--- src/rtl/fp_adder_rr_arb.sv ---
// fp_adder_rr_arb: round-robin share of one pipelined FP adder among N_REQ requesters; FPARB_PERF_CNT_EN adds grant/stall counters.
// Latency: issue 1 cycle after grant, response 1 cycle after adder finish (1 + L + 1 end to end).
// Backpressure: grant withheld while TAG_DEPTH additions are outstanding; responses cannot be stalled.

module fp_arb_tag_fifo #(
    parameter int WIDTH = 2,
    parameter int DEPTH = 8
) (
    input  logic                     clk,
    input  logic                     rst_n,
    input  logic                     push,
    input  logic [WIDTH-1:0]         push_dat,
    input  logic                     pop,
    output logic [WIDTH-1:0]         head_dat,
    output logic [$clog2(DEPTH):0]   count
);
    localparam int PTR_W = $clog2(DEPTH);
    localparam int CNT_W = PTR_W + 1;

    logic [WIDTH-1:0] mem [DEPTH];
    logic [PTR_W-1:0] wr_ptr;
    logic [PTR_W-1:0] rd_ptr;

    always_ff @(posedge clk or negedge rst_n) begin
        if (!rst_n) begin
            wr_ptr <= '0;
            rd_ptr <= '0;
            count  <= '0;
        end else begin
            if (push) wr_ptr <= wr_ptr + PTR_W'(1);
            if (pop)  rd_ptr <= rd_ptr + PTR_W'(1);
            count <= count + CNT_W'(push) - CNT_W'(pop);
        end
    end

    always_ff @(posedge clk) begin
        if (push) mem[wr_ptr] <= push_dat;
    end

    assign head_dat = mem[rd_ptr];
endmodule

module fp_adder_rr_arb #(
    parameter int DBL_WIDTH = 64,
    parameter int N_REQ     = 4,
    parameter int TAG_DEPTH = 8
) (
    input  logic                         clk,
    input  logic                         rst_n,
    input  logic [N_REQ-1:0]             req_valid,
    input  logic [N_REQ*DBL_WIDTH-1:0]   req_a,
    input  logic [N_REQ*DBL_WIDTH-1:0]   req_b,
    output logic [N_REQ-1:0]             req_ready,
    output logic                         add_valid,
    output logic [DBL_WIDTH-1:0]         add_a,
    output logic [DBL_WIDTH-1:0]         add_b,
    input  logic                         add_finish,
    input  logic [DBL_WIDTH-1:0]         add_result,
    output logic [N_REQ-1:0]             rsp_valid,
    output logic [DBL_WIDTH-1:0]         rsp_data,
    output logic                         busy,
    output logic                         err_orphan
`ifdef FPARB_PERF_CNT_EN
    ,
    output logic [N_REQ*32-1:0]          grant_cnt,
    output logic [31:0]                  stall_cnt
`endif
);
    localparam int IDX_W = $clog2(N_REQ);
    localparam int CNT_W = $clog2(TAG_DEPTH) + 1;

    logic [IDX_W-1:0] last_grant;
    logic [IDX_W-1:0] grant_idx;
    logic [IDX_W-1:0] cand;
    logic [IDX_W-1:0] head_tag;
    logic [CNT_W-1:0] outstanding;
    logic             accept;
    logic             fifo_empty;
    logic             pop;

    always_comb begin
        req_ready = '0;
        grant_idx = '0;
        cand      = '0;
        if (outstanding < CNT_W'(TAG_DEPTH)) begin
            // Scan from the farthest candidate back towards last_grant+1 so the nearest valid one wins.
            for (int k = N_REQ; k >= 1; k--) begin
                cand = IDX_W'((int'(last_grant) + k) % N_REQ);
                if (req_valid[cand]) begin
                    req_ready       = '0;
                    req_ready[cand] = 1'b1;
                    grant_idx       = cand;
                end
            end
        end
    end

    assign accept     = |(req_valid & req_ready);
    assign fifo_empty = (outstanding == '0);
    assign pop        = add_finish & ~fifo_empty;
    assign busy       = ~fifo_empty | add_valid;

    fp_arb_tag_fifo #(
        .WIDTH (IDX_W),
        .DEPTH (TAG_DEPTH)
    ) u_tag_fifo (
        .clk      (clk),
        .rst_n    (rst_n),
        .push     (accept),
        .push_dat (grant_idx),
        .pop      (pop),
        .head_dat (head_tag),
        .count    (outstanding)
    );

    always_ff @(posedge clk or negedge rst_n) begin
        if (!rst_n) begin
            last_grant <= IDX_W'(N_REQ - 1);
            add_valid  <= 1'b0;
            add_a      <= '0;
            add_b      <= '0;
        end else begin
            add_valid <= accept;
            if (accept) begin
                last_grant <= grant_idx;
                add_a      <= req_a[int'(grant_idx)*DBL_WIDTH +: DBL_WIDTH];
                add_b      <= req_b[int'(grant_idx)*DBL_WIDTH +: DBL_WIDTH];
            end
        end
    end

    // Results arrive in issue order, so the FIFO head names the owner of each finish.
    always_ff @(posedge clk or negedge rst_n) begin
        if (!rst_n) begin
            rsp_valid  <= '0;
            rsp_data   <= '0;
            err_orphan <= 1'b0;
        end else begin
            rsp_valid <= '0;
            if (pop) begin
                rsp_valid[head_tag] <= 1'b1;
                rsp_data            <= add_result;
            end
            if (add_finish && fifo_empty) err_orphan <= 1'b1;
        end
    end

`ifdef FPARB_PERF_CNT_EN
    always_ff @(posedge clk or negedge rst_n) begin
        if (!rst_n) begin
            grant_cnt <= '0;
            stall_cnt <= '0;
        end else begin
            if (accept)
                grant_cnt[int'(grant_idx)*32 +: 32] <= grant_cnt[int'(grant_idx)*32 +: 32] + 32'd1;
            if (|req_valid && !accept)
                stall_cnt <= stall_cnt + 32'd1;
        end
    end
`endif
endmodule

--- config.mk ---
export PLATFORM = sky130hd
export DESIGN_NAME = fp_adder_rr_arb
export DESIGN_NICKNAME = d
export VERILOG_FILES = /design/src/rtl/fp_adder_rr_arb.sv
export SDC_FILE = /design/constraint.sdc
export NUM_CORES = 1
export LEC_CHECK = 0
export CAP_MARGIN = 20
export CELL_PAD_IN_SITES_DETAIL_PLACEMENT = 0
export CELL_PAD_IN_SITES_GLOBAL_PLACEMENT = 2
export CORE_AREA = 3 3 301 303
export DETAILED_ROUTE_END_ITERATION = 10
export DIE_AREA = 0 0 304 306
export GPL_TIMING_DRIVEN = 0
export PLACE_DENSITY = 0.61
export SLEW_MARGIN = 25
export SYNTH_ARGS = -nofsm -noshare
export SYNTH_HDL_FRONTEND = slang
export SYNTH_SLANG_ARGS = --single-unit
--- constraint.sdc ---
create_clock -name clk -period 5.1 [get_ports clk]
set_clock_uncertainty 0.05 [all_clocks]
set_input_delay 1.02 -clock clk [delete_from_list [all_inputs] [get_ports clk]]
set_output_delay 1.02 -clock clk [all_outputs]
set_load 0.05 [all_outputs]
# Word level (Yosys, flattened, before mapping)
# Memory sizes are Yosys's and may differ from the RTL's.
# Cells that the tools add are included.
[word_totals]
ff_bits = 210
latch_bits = 0
ram_bits = 16
romBits = 0
in_bits = 583
out_inout_bits = 203
elab_cells = 75
mem_count = 1
[mem_list]
columns = ["name", "depth", "width", "read_ports", "rd_clocked_by_memory_dff", "write_ports", "line_no", "rtl"]
rows = [
  ["u_tag_fifo.mem", 8, 2, 1, 0, 1, "20", "logic [WIDTH-1:0] mem [DEPTH];"],
]
[classes]
add_sub_neg = 8
multipliers = 0
div_mod_pow = 0
order_cmp = 11
eq_ne = 0
n_shift = 2
muxes = 31
bitwise = 4
n_reduce_logical = 8
[ops]
columns = ["op", "n"]
rows = [
  ["256-bit by 9-bit indexed part select with 64-bit output", 2],
  ["4-bit two-way mux", 6],
  ["2-bit by 3-bit < comparator with 1-bit output, second input constant", 5],
  ["1-bit two-way mux", 11],
  ["1-bit demux with 2-bit select", 5],
  ["2-bit by 1-bit >= comparator with 1-bit output, second input constant", 5],
  ["2-bit two-way mux", 5],
  ["1-bit binary-select mux with 2-bit select", 4],
  ["3-bit by 1-bit adder with 3-bit output, second input constant", 2],
  ["1-bit logical AND", 6],
  ["2-bit by 1-bit adder with 2-bit output, second input constant", 2],
  ["2-bit adder, second input constant", 2],
  ["4-bit by 1-bit adder with 4-bit output", 1],
  ["4-bit bitwise AND", 1],
  ["4-bit zero test", 1],
  ["4-bit < comparator, second input constant", 1],
  ["4-bit OR reduction", 1],
  ["4-bit by 1-bit subtractor with 4-bit output", 1],
  ["1-bit bitwise AND", 1],
  ["1-bit NOT", 1],
  ["1-bit bitwise OR", 1],
]

# Depth between registers and ports, before layout
[depth]
ltp_word = 14
ltp_mapped = 16
depth_no_buf = 12

# Hierarchy
# From an unflattened synthesis, not the netlist that was laid out.
[unflattened]
cells_unflattened = 1460
area_unflattened_um2 = 12929.9
[modules_own_cells]
columns = ["mod", "instances", "cells_each", "area_each_um2", "seq_area_each_um2"]
rows = [
  ["fp_adder_rr_arb", 1, 1387, 11776.3, 5007.3],
  ["fp_arb_tag_fifo", 1, 73, 1153.6, 730.7],
]

# Least setup slack after synthesis
# No wires, ideal clock.
[synth_path]
path_type = "register to register"
start = "register last_grant[1]"
end = "register u_tag_fifo.count[2]"
setup_ps = 123
t_arrival_ps = 4246
t_required_ps = 4927
path_slack_ps = 681
path_stages_with_launch = 17
path_buffers = 4
synth_period_minus_slack_ps = 4419
cell_sequence = "dfstp_2 -> buf_2 -> inv_1 -> ha_1 -> buf_2 -> mux2_2 -> a211oi_1 -> o21ai_0 -> a311oi_2 -> a2111oi_4 -> buf_2 -> buf_2 -> inv_1 -> ha_1 -> inv_1 -> fa_1 -> xnor2_1"
[synth_between]
elab_chain_len = 14
word_cells_on_any_way = 41
classes_between = "add/sub (6); order compare (8); mux (21); bitwise (1); reduce/logical (5)"
[synth_lines]
columns = ["item", "line_no", "rtl"]
rows = [
  ["from (decl)", "72", "logic [IDX_W-1:0] last_grant;"],
  ["from (signal assigned)", "118", "last_grant <= IDX_W'(N_REQ - 1);"],
  ["from (signal assigned)", "125", "last_grant <= grant_idx;"],
  ["2-bit by 1-bit adder with 2-bit output", "88", "cand = IDX_W'((int'(last_grant) + k) % N_REQ);"],
  ["2-bit by 3-bit < comparator with 1-bit output (not written as such) or 2-bit by 1-bit >= comparator with 1-bit output (tied branches)", "91", "req_ready[cand] = 1'b1;"],
  ["1-bit logical AND (not written as such)", "91", ""],
  ["1-bit two-way mux (not written as such)", "91", ""],
  ["1-bit demux with 2-bit select", "91", ""],
  ["4-bit two-way mux (3 in series)", "89", "if (req_valid[cand]) begin"],
  ["4-bit two-way mux (*)", "89", ""],
  ["4-bit two-way mux (*)", "85", "if (outstanding < CNT_W'(TAG_DEPTH)) begin"],
  ["named net req_ready[1]", "53", "output logic [N_REQ-1:0] req_ready,"],
  ["4-bit bitwise AND (*)", "98", "assign accept = |(req_valid & req_ready);"],
  ["4-bit OR reduction (*)", "98", ""],
  ["named net accept", "77", "logic accept;"],
  ["4-bit by 1-bit adder with 4-bit output (*)", "32", "count <= count + CNT_W'(push) - CNT_W'(pop);"],
  ["4-bit by 1-bit subtractor with 4-bit output (*)", "32", ""],
  ["to (signal assigned)", "32", ""],
  ["to (decl)", "15", "output logic [$clog2(DEPTH):0] count"],
]
# Mark *: on every way through the listed nets, which the timed path passes. The rest lies on a longest branch. The select of a mux whose other input is x is not followed.
# A chain may end at the register's enable or synchronous reset.

# Final worst setup path
[layout_path]
start = "register last_grant[1]"
end = "output req_ready[1]"
[layout_between]
elab_chain_len = 10
word_cells_on_any_way = 37
classes_between = "add/sub (4); order compare (8); mux (21); reduce/logical (4)"
[layout_lines]
columns = ["item", "line_no"]
rows = [
  ["2-bit by 1-bit adder with 2-bit output", "88"],
  ["2-bit by 3-bit < comparator with 1-bit output (not written as such) or 2-bit by 1-bit >= comparator with 1-bit output (tied branches)", "91"],
  ["1-bit logical AND (not written as such)", "91"],
  ["1-bit two-way mux (not written as such)", "91"],
  ["1-bit demux with 2-bit select", "91"],
  ["4-bit two-way mux (3 in series)", "89"],
  ["4-bit two-way mux (*)", "89"],
  ["4-bit two-way mux (*)", "85"],
  ["to (decl)", "53"],
]
# Mark *: on every way between the ends. The rest lies on a longest branch, timed or not. The select of a mux whose other input is x is not followed.

==> results.cfg <==
[placement]
routabilityCongestion = 0.857
port_buffers = 783
dp_slack_ns = -0.264
dpl.hpwl_mm = 68.2

[critical_path]
critPathKind = register to output port
crit_slowest_cell = dfstp_2
regToRegSetupSlack_ns = 0.29
path_max_fanout = 9
crit_path_start = last_grant[1]$_DFFE_PN1P_
r2r-start = last_grant[1]$_DFFE_PN1P_
worstSetupEndpointType = output port
cp.arrival_ns = 3.92
crit_path_start_kind = register
cp_data_required_time_ns = 4.03
slowest_delay_ns = 0.57
crit_top_cell = buf_2
worstPathCellList = buf_2 -> inv_1 -> ha_1 -> buf_2 -> mux2_2 -> a211oi_1 -> o21ai_0 -> a311oi_2 -> clkdlybuf4s15_2

[cells_and_area]
seq_area_um2 = 5740
multi_input_area_um2 = 6680
num-fill-cells = 9511
final_core_util_pct = 26.6
drive_above_1_share_pct = 5.27
final_nets = 2870
syn_to_final_growth_pct = 80.0

[power_and_ir_drop]
power_leakage_nw = 9.11
irDropWorstVdd_mv = 0.333
power.density_nw_per_um2 = 739
total_power_w = 0.0173

[routing]
vias_per_cell = 4.18
vias = 14528
wl_mm = 84.2
first_pass_iters = 5
drt_iter0_drc = 764
post_drt_wl_per_cell_um = 24.3
drc = 0
ant_nets = 0

[floorplanning]
core_um2 = 88200
num_rows = 109
boundaryPins = 786
die_w_um = 304
initial_core_util_pct = 14.8
die_y_um = 306
dieArea_um2 = 93000

[clock_network]
cts.reportedPaths.clkPinSlew_ns = 0.06
numCtsBuffers = 31
cts.sinks = 226
cts_max_level = 1
tritoncts = done
clockRootBuffer = clkbuf_16
insertion_delay_ns = 0.60
post_cts_buffers = 0
clock_path_buffers = 3

[timing]
max_freq_mhz = 201
fin_crit_sh_pct = 97.8
worstMarginPinSlew_ns = 1.09
relSlewSlack_pct = 27.4
holdWs_ns = 0.357
rsz0062_at_grt = no
finalSetupViolations = 0
fin_crit_ns = 4.99
finalHoldViolCount = 0
slew_viol_final = 0
layout_setup_ws_ns = 0.114

[synth]
avgSynthCellArea_um2 = 8.97
yosysSeqAreaShare_pct = 44.0
synth_area_um2 = 13100
synth.area.top_cells = dfrtp_1 (40%), a211oi_1 (15%), nor2b_1 (12%)
yosysWarnings = 0
syn_nets = 2052
yosys_most_used_dff = dfrtp_1
yosysTopAreaCellShare_pct = 39.9
ys_types = 44
yosysTopAreaCell = dfrtp_1
synth-edff-count = 16
netlist_instances = 1455
ys_seq_elements = 226
async_flop_share_pct = 92.9

[grt]
grt_pass1_vias = 15795
antenna_found_initial = 22
grt_max_degree = 74
grt.overflow.total = 0
grt_pass1_wl_mm = 118
track_usage_pct = 17.4

[flow_run]
drv_cap = 0

[status]
status = completed

[worst_hold_path]
min_path_type = primary input to async pin
cell usage after synthesis, types with 8 or more instances:
cell and number:
o31ai_1 128, a21oi_1 8, dfrtp_1 208, buf_2 47, nand2b_1 8, ha_1 13
nor2b_1 258, inv_1 15, nand2_1 336, clkbuf_1 85, edfxtp_1 16, a211oi_1 257
layout make-up:
cell class	count	share of cell area, %
sequential	226	24.4
antenna	14	0.149
clock buffer	47	3.86
multi-input combinational	1076	28.5
timing repair buffer	786	33.7
tap	1165	6.21
inverter	16	0.256
buffer	136	2.49
clock inverter	7	0.426
layer usage:
metal | GRT usage [%] | vias up | wire length (um)
met2 | 31.0 | 583 | 42700
li1 | - | 6827 | -
met3 | 5.15 | 88 | 6100
met4 | 4.37 | 8 | 1900
met5 | 0 | - | 60
met1 | 20.3 | 7022 | 33500
where the power goes:
group / leakage, nW / internal [W] / total [W] / switching (W)
combinational: 5.90 / 0.00369 / 0.0120 / 0.00832
sequential: 2.72 / 0.00266 / 0.00312 / 0.000462
clock: 0.497 / 0.00131 / 0.00222 / 0.000908
layout by cell type (no fill, tap or decap), types with 3 or more instances in the layout:
master,instances
clkdlybuf4s50_1,778
nand2_1,336
nor2b_1,258
a211oi_1,257
dfrtp_1,208
o31ai_1,128
clkbuf_1,87
buf_2,44
clkbuf_16,31
edfxtp_1,16
inv_1,15
diode_2,14
ha_1,13
a21oi_1,8
clkbuf_2,8
nand2b_1,8
mux4_2,7
nor2_1,7
o21ai_0,7
clkbuf_8,7
mux2i_1,5
xnor2_1,5
buf_1,4
clkinv_2,4
a311oi_1,3
a31oi_1,3
nor3_1,3
buf_16,3
final timing paths:
path / cells after the start / to
min in group clk: 1 / err_orphan$_DFFE_PN0P_
worst min register to register: 1 / err_orphan$_DFFE_PN0P_
worst max register to register: 12 / add_b[23]$_DFFE_PN0P_
worst max-delay path: 9 / req_ready[1]
worst min-delay path: 1 / rsp_data[25]$_DFFE_PN0P_
max in group asynchronous: 2 / add_a[49]$_DFFE_PN0P_
registers in the layout (all words and copies together) (netlist names):
signal / cells
last_grant: 2
u_tag_fifo.rd_ptr: 3
add_a: 64
add_valid: 1
rsp_valid: 4
err_orphan: 1
rsp_data: 64
add_b: 64
u_tag_fifo.mem: 16
u_tag_fifo.count: 4
u_tag_fifo.wr_ptr: 3
worst max-delay path, delay by kind of cell, from the launching register on:
family | cells | cell delay (ns)
buffers and inverters | 4 | 1.08
AOI/OAI and AO/OA | 3 | 0.99
adders and majority gates | 1 | 0.30
muxes | 1 | 0.36
DFF | 1 | 0.57
repair_timing:
action                                  in CTS  in global routing
hold buffers                                 0                  0
resized for setup                            7                  4
endpoints found under the setup margin       7                  3
pin swaps                                    0                  0
stage by stage:
| step | setup TNS, ns | cells | instance area (um2) |
|---|---|---|---|
| 2_1_floorplan | 0 | 1455 | 13100 |
| 3_3_place_gp | -1636.27 | 3403 | 22300 |
| 3_5_place_dp | -7.13 | 3406 | 22400 |
| 4_1_cts | 0 | 3460 | 23500 |
| 5_1_grt | 0 | 3469 | 23500 |
| 6_report | 0 | 3473 | 23500 |
logic make-up after synthesis:
kind of cell,count (synthesis),share of synthesized area [%]
buffers and inverters,153,4.88
and+or+nand+nor,623,23.4
DFF,226,44.0
xor gates and xnor gates,6,0.403
adders and majority gates,14,1.40
AOI/OAI and AO/OA,417,24.0
muxes,16,1.94
No activity file was read; power rests on OpenSTA's default activity.
